`src/rtl/pb_gpio_pkg.sv`:
```
// rtl/pb_gpio_pkg.sv - register map and sizing helpers for the Picoblaze GPIO port
package pb_gpio_pkg;

  typedef enum logic [1:0] {
    REG_LED_DATA    = 2'd0,
    REG_SW_STATE    = 2'd1,
    REG_EDGE_STATUS = 2'd2,
    REG_IRQ_ENABLE  = 2'd3
  } reg_e;

  // Never returns less than 1 so a counter always has at least one bit.
  function automatic int clog2(input int value);
    int r;
    r = 0;
    while ((1 << r) < value) r = r + 1;
    return (r < 1) ? 1 : r;
  endfunction

  function automatic int nbytes(input int width);
    return (width + 7) / 8;
  endfunction

endpackage

```
`src/rtl/pb_gpio_if.sv`:
```
// rtl/pb_gpio_if.sv - Picoblaze I/O port bus as seen by one peripheral
interface pb_gpio_if;
  logic [7:0] PORT_ID;
  logic       WRITE_STROBE;
  logic       READ_STROBE;
  logic [7:0] OUT_PORT;
  logic [7:0] IN_PORT;
  logic       INTERRUPT;

  modport master (
    output PORT_ID, WRITE_STROBE, READ_STROBE, OUT_PORT,
    input  IN_PORT, INTERRUPT
  );

  modport slave (
    input  PORT_ID, WRITE_STROBE, READ_STROBE, OUT_PORT,
    output IN_PORT, INTERRUPT
  );
endinterface

```
`src/rtl/pb_gpio_debounce.sv`:
```
// rtl/pb_gpio_debounce.sv - one switch bit: 2-flop synchroniser, stability counter,
// debounced level and single-cycle rise/fall pulses aligned with the level change
module pb_gpio_debounce #(
  parameter int DEBOUNCE_CYCLES = 16
) (
  input  logic clk,
  input  logic rst_n,
  input  logic pin,
  output logic state,
  output logic rise,
  output logic fall
);
  import pb_gpio_pkg::*;

  localparam int CNT_W = clog2(DEBOUNCE_CYCLES);
  localparam logic [CNT_W-1:0] CNT_LAST = CNT_W'(DEBOUNCE_CYCLES - 1);

  logic             sync1;
  logic             sync2;
  logic [CNT_W-1:0] cnt;

  always_ff @(posedge clk or negedge rst_n) begin
    if (!rst_n) begin
      sync1 <= 1'b0;
      sync2 <= 1'b0;
      cnt   <= '0;
      state <= 1'b0;
      rise  <= 1'b0;
      fall  <= 1'b0;
    end else begin
      sync1 <= pin;
      sync2 <= sync1;
      rise  <= 1'b0;
      fall  <= 1'b0;
      // Any sample agreeing with the current level restarts the stability run.
      if (sync2 == state) begin
        cnt <= '0;
      end else if (cnt == CNT_LAST) begin
        state <= sync2;
        cnt   <= '0;
        rise  <= sync2;
        fall  <= ~sync2;
      end else begin
        cnt <= cnt + 1'b1;
      end
    end
  end

endmodule

```
`src/rtl/pb_gpio_port.sv`:
```
// rtl/pb_gpio_port.sv - LED/switch GPIO bank on the Picoblaze port bus with edge interrupt;
// define GPIO_BOTH_EDGES_EN to also latch falling debounced edges
module pb_gpio_port #(
  parameter int         WIDTH           = 8,
  parameter logic [7:0] BASE_ADDR       = 8'h00,
  parameter int         DEBOUNCE_CYCLES = 16
) (
  input  logic             CLK_IN,
  input  logic             RESET_N_IN,
  pb_gpio_if.slave         bus,
  input  logic [WIDTH-1:0] SWITCHES,
  output logic [WIDTH-1:0] LEDS
);
  import pb_gpio_pkg::*;

  localparam int NBYTES = nbytes(WIDTH);

  logic             hit;
  logic             wr_en;
  logic [1:0]       lane;
  reg_e             rsel;
  logic [WIDTH-1:0] lane_mask;
  logic [WIDTH-1:0] wdata;
  logic [WIDTH-1:0] w1c_mask;
  logic [WIDTH-1:0] led_data;
  logic [WIDTH-1:0] edge_status;
  logic [WIDTH-1:0] irq_enable;
  logic [WIDTH-1:0] sw_state;
  logic [WIDTH-1:0] sw_rise;
  logic [WIDTH-1:0] sw_fall;
  logic [WIDTH-1:0] edge_set;
  logic [WIDTH-1:0] rd_src;
  logic [NBYTES-1:0][7:0] rd_bytes;
  logic [NBYTES:0][7:0]   rd_acc;
  logic [7:0]       in_port;
  logic             interrupt;

  assign hit   = (bus.PORT_ID[7:4] == BASE_ADDR[7:4]);
  assign rsel  = reg_e'(bus.PORT_ID[3:2]);
  assign lane  = bus.PORT_ID[1:0];
  assign wr_en = hit & bus.WRITE_STROBE;

  // Lanes beyond NBYTES own no bits, so their writes fall away and reads yield zero.
  for (genvar i = 0; i < WIDTH; i++) begin : g_bit
    assign lane_mask[i] = (lane == 2'(i / 8));
    assign wdata[i]     = bus.OUT_PORT[i % 8];

    pb_gpio_debounce #(.DEBOUNCE_CYCLES(DEBOUNCE_CYCLES)) u_debounce (
      .clk   (CLK_IN),
      .rst_n (RESET_N_IN),
      .pin   (SWITCHES[i]),
      .state (sw_state[i]),
      .rise  (sw_rise[i]),
      .fall  (sw_fall[i])
    );
  end

  assign w1c_mask = (wr_en && rsel == REG_EDGE_STATUS) ? (lane_mask & wdata) : '0;

`ifdef GPIO_BOTH_EDGES_EN
  assign edge_set = sw_rise | sw_fall;
  logic unused_inputs;
  assign unused_inputs = bus.READ_STROBE;
`else
  assign edge_set = sw_rise;
  logic unused_inputs;
  assign unused_inputs = ^{bus.READ_STROBE, sw_fall};
`endif

  always_comb begin
    rd_src = '0;
    unique case (rsel)
      REG_LED_DATA:    rd_src = led_data;
      REG_SW_STATE:    rd_src = sw_state;
      REG_EDGE_STATUS: rd_src = edge_status;
      REG_IRQ_ENABLE:  rd_src = irq_enable;
      default:         rd_src = '0;
    endcase
  end

  for (genvar b = 0; b < NBYTES; b++) begin : g_byte
    for (genvar k = 0; k < 8; k++) begin : g_lane_bit
      if (b * 8 + k < WIDTH) begin : g_used
        assign rd_bytes[b][k] = rd_src[b*8+k];
      end else begin : g_pad
        assign rd_bytes[b][k] = 1'b0;
      end
    end
    assign rd_acc[b+1] = rd_acc[b] | ({8{lane == 2'(b)}} & rd_bytes[b]);
  end
  assign rd_acc[0] = '0;

  always_ff @(posedge CLK_IN or negedge RESET_N_IN) begin
    if (!RESET_N_IN) begin
      led_data    <= '0;
      irq_enable  <= '0;
      edge_status <= '0;
      in_port     <= 8'h00;
      interrupt   <= 1'b0;
    end else begin
      if (wr_en && rsel == REG_LED_DATA)
        led_data <= (led_data & ~lane_mask) | (wdata & lane_mask);
      if (wr_en && rsel == REG_IRQ_ENABLE)
        irq_enable <= (irq_enable & ~lane_mask) | (wdata & lane_mask);
      // A new edge overrides a simultaneous clear of the same bit.
      edge_status <= (edge_status & ~w1c_mask) | edge_set;
      in_port     <= hit ? rd_acc[NBYTES] : 8'h00;
      interrupt   <= |(edge_status & irq_enable);
    end
  end

  assign LEDS          = led_data;
  assign bus.IN_PORT   = in_port;
  assign bus.INTERRUPT = interrupt;

endmodule
```
`src/flat_wrapper.sv`:
```
// flat-port wrapper written by rule: the top's interface ports become plain ports
module pb_gpio_port_flat import pb_gpio_pkg::*;
#(
  parameter int         WIDTH           = 8,
  parameter logic [7:0] BASE_ADDR       = 8'h00,
  parameter int         DEBOUNCE_CYCLES = 16
)
  (CLK_IN, RESET_N_IN, SWITCHES, LEDS, bus_PORT_ID, bus_WRITE_STROBE, bus_READ_STROBE, bus_OUT_PORT, bus_IN_PORT, bus_INTERRUPT);
  pb_gpio_if bus_i ();
  input  logic CLK_IN;
  input  logic RESET_N_IN;
  input  logic [WIDTH-1:0] SWITCHES;
  output logic [WIDTH-1:0] LEDS;
  input wire logic [$bits(bus_i.PORT_ID)-1:0] bus_PORT_ID;
  input wire logic [$bits(bus_i.WRITE_STROBE)-1:0] bus_WRITE_STROBE;
  input wire logic [$bits(bus_i.READ_STROBE)-1:0] bus_READ_STROBE;
  input wire logic [$bits(bus_i.OUT_PORT)-1:0] bus_OUT_PORT;
  output wire logic [$bits(bus_i.IN_PORT)-1:0] bus_IN_PORT;
  output wire logic [$bits(bus_i.INTERRUPT)-1:0] bus_INTERRUPT;
  assign bus_i.PORT_ID = bus_PORT_ID;
  assign bus_i.WRITE_STROBE = bus_WRITE_STROBE;
  assign bus_i.READ_STROBE = bus_READ_STROBE;
  assign bus_i.OUT_PORT = bus_OUT_PORT;
  assign bus_IN_PORT = bus_i.IN_PORT;
  assign bus_INTERRUPT = bus_i.INTERRUPT;
  pb_gpio_port #(.WIDTH(WIDTH), .BASE_ADDR(BASE_ADDR), .DEBOUNCE_CYCLES(DEBOUNCE_CYCLES)) u_core (.CLK_IN(CLK_IN), .RESET_N_IN(RESET_N_IN), .bus(bus_i), .SWITCHES(SWITCHES), .LEDS(LEDS));
endmodule
```
`config.mk`:
```
export PLATFORM = sky130hd
export DESIGN_NAME = pb_gpio_port_flat
export DESIGN_NICKNAME = d
export VERILOG_FILES = /design/src/rtl/pb_gpio_pkg.sv /design/src/rtl/pb_gpio_if.sv /design/src/rtl/pb_gpio_debounce.sv /design/src/rtl/pb_gpio_port.sv /design/src/flat_wrapper.sv
export SDC_FILE = /design/constraint.sdc
export NUM_CORES = 1
export LEC_CHECK = 0
export ABC_CLOCK_PERIOD_IN_PS = 1700
export BUFFER_PORTS_ARGS = -buffer_cell sky130_fd_sc_hd__buf_2
export CAP_MARGIN = 10
export CORE_UTILIZATION = 35
export CTS_CLUSTER_SIZE = 8
export DETAILED_ROUTE_END_ITERATION = 12
export PLACE_DENSITY = 0.49
export SETUP_SLACK_MARGIN = 0.3
export SYNTH_ARGS = -nofsm -noshare
export SYNTH_HDL_FRONTEND = slang
export SYNTH_SLANG_ARGS = --single-unit
```
`constraint.sdc`:
```
create_clock -name CLK_IN -period 1.7 [get_ports CLK_IN]
set_clock_uncertainty 0.15 [all_clocks]
set_input_delay 0.34 -clock CLK_IN [delete_from_list [all_inputs] [get_ports CLK_IN]]
set_output_delay 0.34 -clock CLK_IN [all_outputs]
set_load 0.05 [all_outputs]
```
# == Yosys cells after proc, flatten, opt, wreduce, memory -nomap -nowiden ==
# Index checks and enable logic that the tools add are counted.
# totals
regBits,97
latch_bits,0
mem_bits_rw,0
mem_bits_ro,0
out_inout_bits,17
word_cells,142
n_memories,0
# classes
n_addsub,8
n_mul,0
n_div,0
order_cmp,0
eq_ne,19
n_shift,0
n_mux,35
n_bitwise,20
n_reduce_logical,15
# ops
cell,count
$mux 4,16
$and 8x8->8,6
$add 4x1->4 const B,8
$eq 4x4->1 const B,8
$pmux 8 s4,1
$or 8x8->8,3
$mux 1,16
$mux 8,2
$not 8->8,2
$reduce_and 2->1,8
$eq 1x1->1,8
$not 1->1,8
$reduce_or 8->1,1
$eq 2x2->1 const B,2
$logic_not 2->1,2
$logic_not 4->1,1
$logic_and 1x1->1,3
$eq 2x1->1 const B,1
$and 1x1->1,1

# == Longest topological paths before layout ==
# logic_depth
depth_word,7
ltp_mapped,5

# == By module ==
# From an unflattened synthesis, not the netlist that was laid out.
# unflattened
hier_cells,282
hier_area_um2,4220.3
# modules_own_cells
module,instances,cells_each,area_each_um2
pb_gpio_debounce,8,22,335.3
pb_gpio_port,1,106,1537.7

# == Worst setup path after synthesis ==
# No wires, ideal clock.
# synth_timing
path_type,input to register
startpoint,input port bus_PORT_ID[5]
endpoint,register with a tool-made name
t_arrival_ps,1799
required_time_ps,1425
slack_ps,-374
stages,5
path_buffers,2
cell_sequence,or4_4 > buf_6 > or3_1 > buf_6 > mux2_4
# synth_lines
element,line_no,text
start: declaration,flat_wrapper.sv:14,input wire logic [$bits(bus_i.PORT_ID)-1:0] bus_PORT_ID;

==> metrics.txt <==
non-filler cells, final=513; total area of sequential cells=2430 µm²; synthesized area=3990 µm²; Tot GR Track Use=14.2%; router iterations before antenna repair=4; P&R area growth vs syn=31.4%; critical path class=in -> reg; IO Count=45; Rel. slew slack=74.0%; synth warn=0; hold path depth=2; status=finished, violations left; CTS tree=built; syn nets=322; Reg2Reg Depth=3; via/cell ratio=4.94; DR iter-0 viols=81; Peak VDD IR=0.000648 V; HPWL after DPL=5.36 mm; setup_tns=-132 ps; wire per inst=15.1 µm; Slew Limit Fails=0; Pwr Total=4.95 mW; CP most frequent cell=buf_6; vias=2536; Placed Cells=478; fin crit share=101%; RSZ-0062 raised after global routing=yes; Post-synth EDFFs=0; Skew-Pair Late Insertion Delay=350 ps; top cell type's share of synthesized area=60.9%; largest net degree at the start of global routing=30; FFs w/ async S/R, synth=100%; slowest CP cell=or4_4; CTS max path bufs=2; register bit total from synthesis=97; CP cell instances=buf_6 > or4_4 > or3_4 > buf_6 > mux2_4; slowest stage delay, CP=580 ps; post-layout min period=1720 ps; TritonCTS buffer count=9; ys flop type=dfrtp_1; Final WS setup=-22.1 ps; top post-synthesis cells by area=dfrtp_1 (61%), mux2_2 (4.5%), mux4_2 (4.5%); total grt overflow=0; violations in the final reports=negative setup slack; Critical Path End Type=flop; starting density of the core=36.3%; Slew @ Worst Pin=390 ps; share of cells above drive strength 1=38.3%; area occupied by multi-input gates=1630 µm²; ANT nets after route=0; Die Span X=109 µm; die height=109 µm; final hold vios=0; Seq/Total Area, Yosys=60.9%; H-tree depth=3; fill cell count=981; vias in the first global route=2508; Final #Nets=404; final setup violation count=8; CP startpoint kind=primary input; most area-hungry cell type in the Yosys netlist=dfrtp_1; CP required=1780 ps; clock-pin slew on the worst setup and hold paths=70 ps; post-synthesis cell type count=26; Leak Pwr=2.34 nW; final wirelength=7.74 mm; first-pass GRT wire length=12.3 mm; Power Density=945 nW/µm²; gpl congestion=0.708; clk sinks=97; Die ar.=11800 µm²; CTS root buf=clkbuf_16; Critical Path AT=1810 ps; synthesized instance count=286; Max Cap Viol=0; initial antenna violation count=0; DRC=0; CP Max Fanout=5; diode count=0; Core Area=11000 µm²; Max Freq=581 MHz; synthesized area per cell=13.9 µm²; PortBufs=43; Hold Crit Class=in -> reg; Rows=38; count leader, synth=dfrtp_1
## worst max-delay path, delay by kind of cell
kind                   cells  cell delay [ps]
buffers and inverters      2              240
and+or+nand+nor            2              940
muxes                      1              290
## area by class of cell
type,count,area share (%)
Clock buffer,12,4.89
Clock inverter,4,0.979
Inverter,8,0.573
Multi-Input combinational cell,172,31.1
Sequential cell,97,46.3
Tap cell,140,3.34
Timing Repair Buffer,80,12.8
## report_power, final
part | internal [mW] | switching (mW)
Sequential | 2.39 | 0.0746
Clock | 1.22 | 0.855
Combinational | 0.205 | 0.203
## what timing repair did
action,CTS,global route
buffers inserted,8,2
pin swaps,1,1
gates resized for setup,48,22
setup endpoints to repair,46,51
hold buffers,9,0
endpoints found under the hold margin,34,0
gates cloned,0,0
## kinds of logic after synthesis
kind of cell / after synthesis / share of synthesized area [%]
compound gates: 36 / 5.27
xor+xnor: 16 / 3.51
fa+ha+maj: 8 / 2.51
buf+inv: 17 / 2.01
flops: 97 / 60.9
mux: 32 / 12.0
simple gates: 80 / 13.8
## through the flow
stage	worst slack [ps]	utilization (%)	hold WS, ps	instance area (µm²)
floorplan	-336	-	-106	4010
global placement	-404	41.0	146	4500
CTS	-8.83	46.6	106	5120
detailed placement	-408	41.0	148	4500
global route	-24.4	47.7	109	5240
finish	-22.1	47.7	119	5240
## worst paths after layout
path	from	end	slack (ps)
worst max-delay path	bus_PORT_ID[6]	flop	-20
worst min-delay path	bus_OUT_PORT[0]	flop	120
worst max register to register	flop	u_core.bus.IN_PORT[5]$_DFF_PN0_	320
worst min register to register	u_core.g_bit[5].u_debounce.sync1$_DFF_PN0_	u_core.g_bit[5].u_debounce.sync2$_DFF_PN0_	200
max in group asynchronous	RESET_N_IN	u_core.g_bit[4].u_debounce.cnt[3]$_DFF_PN0_	530
min in group asynchronous	RESET_N_IN	u_core.g_bit[6].u_debounce.cnt[1]$_DFF_PN0_	310
## metal layers
metal  vias up  part of all wire, %  global-route usage [%]
li1       1190                    -                       -
met5         -                    0                       0
met3        15                  3.4                    4.30
met2        46                   48                    22.2
met1      1285                   47                    18.4
met4         0                  1.8                    5.79
## placed cells by master (no fill, tap or decap), types with 5 or more instances in the layout
| cell type | count |
|---|---|
| o21ai_0 | 8 |
| mux2_2 | 8 |
| a21oi_1 | 16 |
| nand3_2 | 7 |
| nor2b_1 | 15 |
| mux2_4 | 16 |
| buf_2 | 24 |
| clkbuf_16 | 9 |
| nor3b_1 | 16 |
| nor2_1 | 8 |
| buf_6 | 22 |
| ha_2 | 5 |
| nand4b_1 | 16 |
| dfrtp_1 | 97 |
| xnor2_1 | 16 |
| dlygate4sd3_1 | 9 |
| mux4_2 | 8 |
| nand2b_1 | 9 |
| inv_1 | 8 |
| buf_4 | 23 |
(Power assumes the default switching activity.)
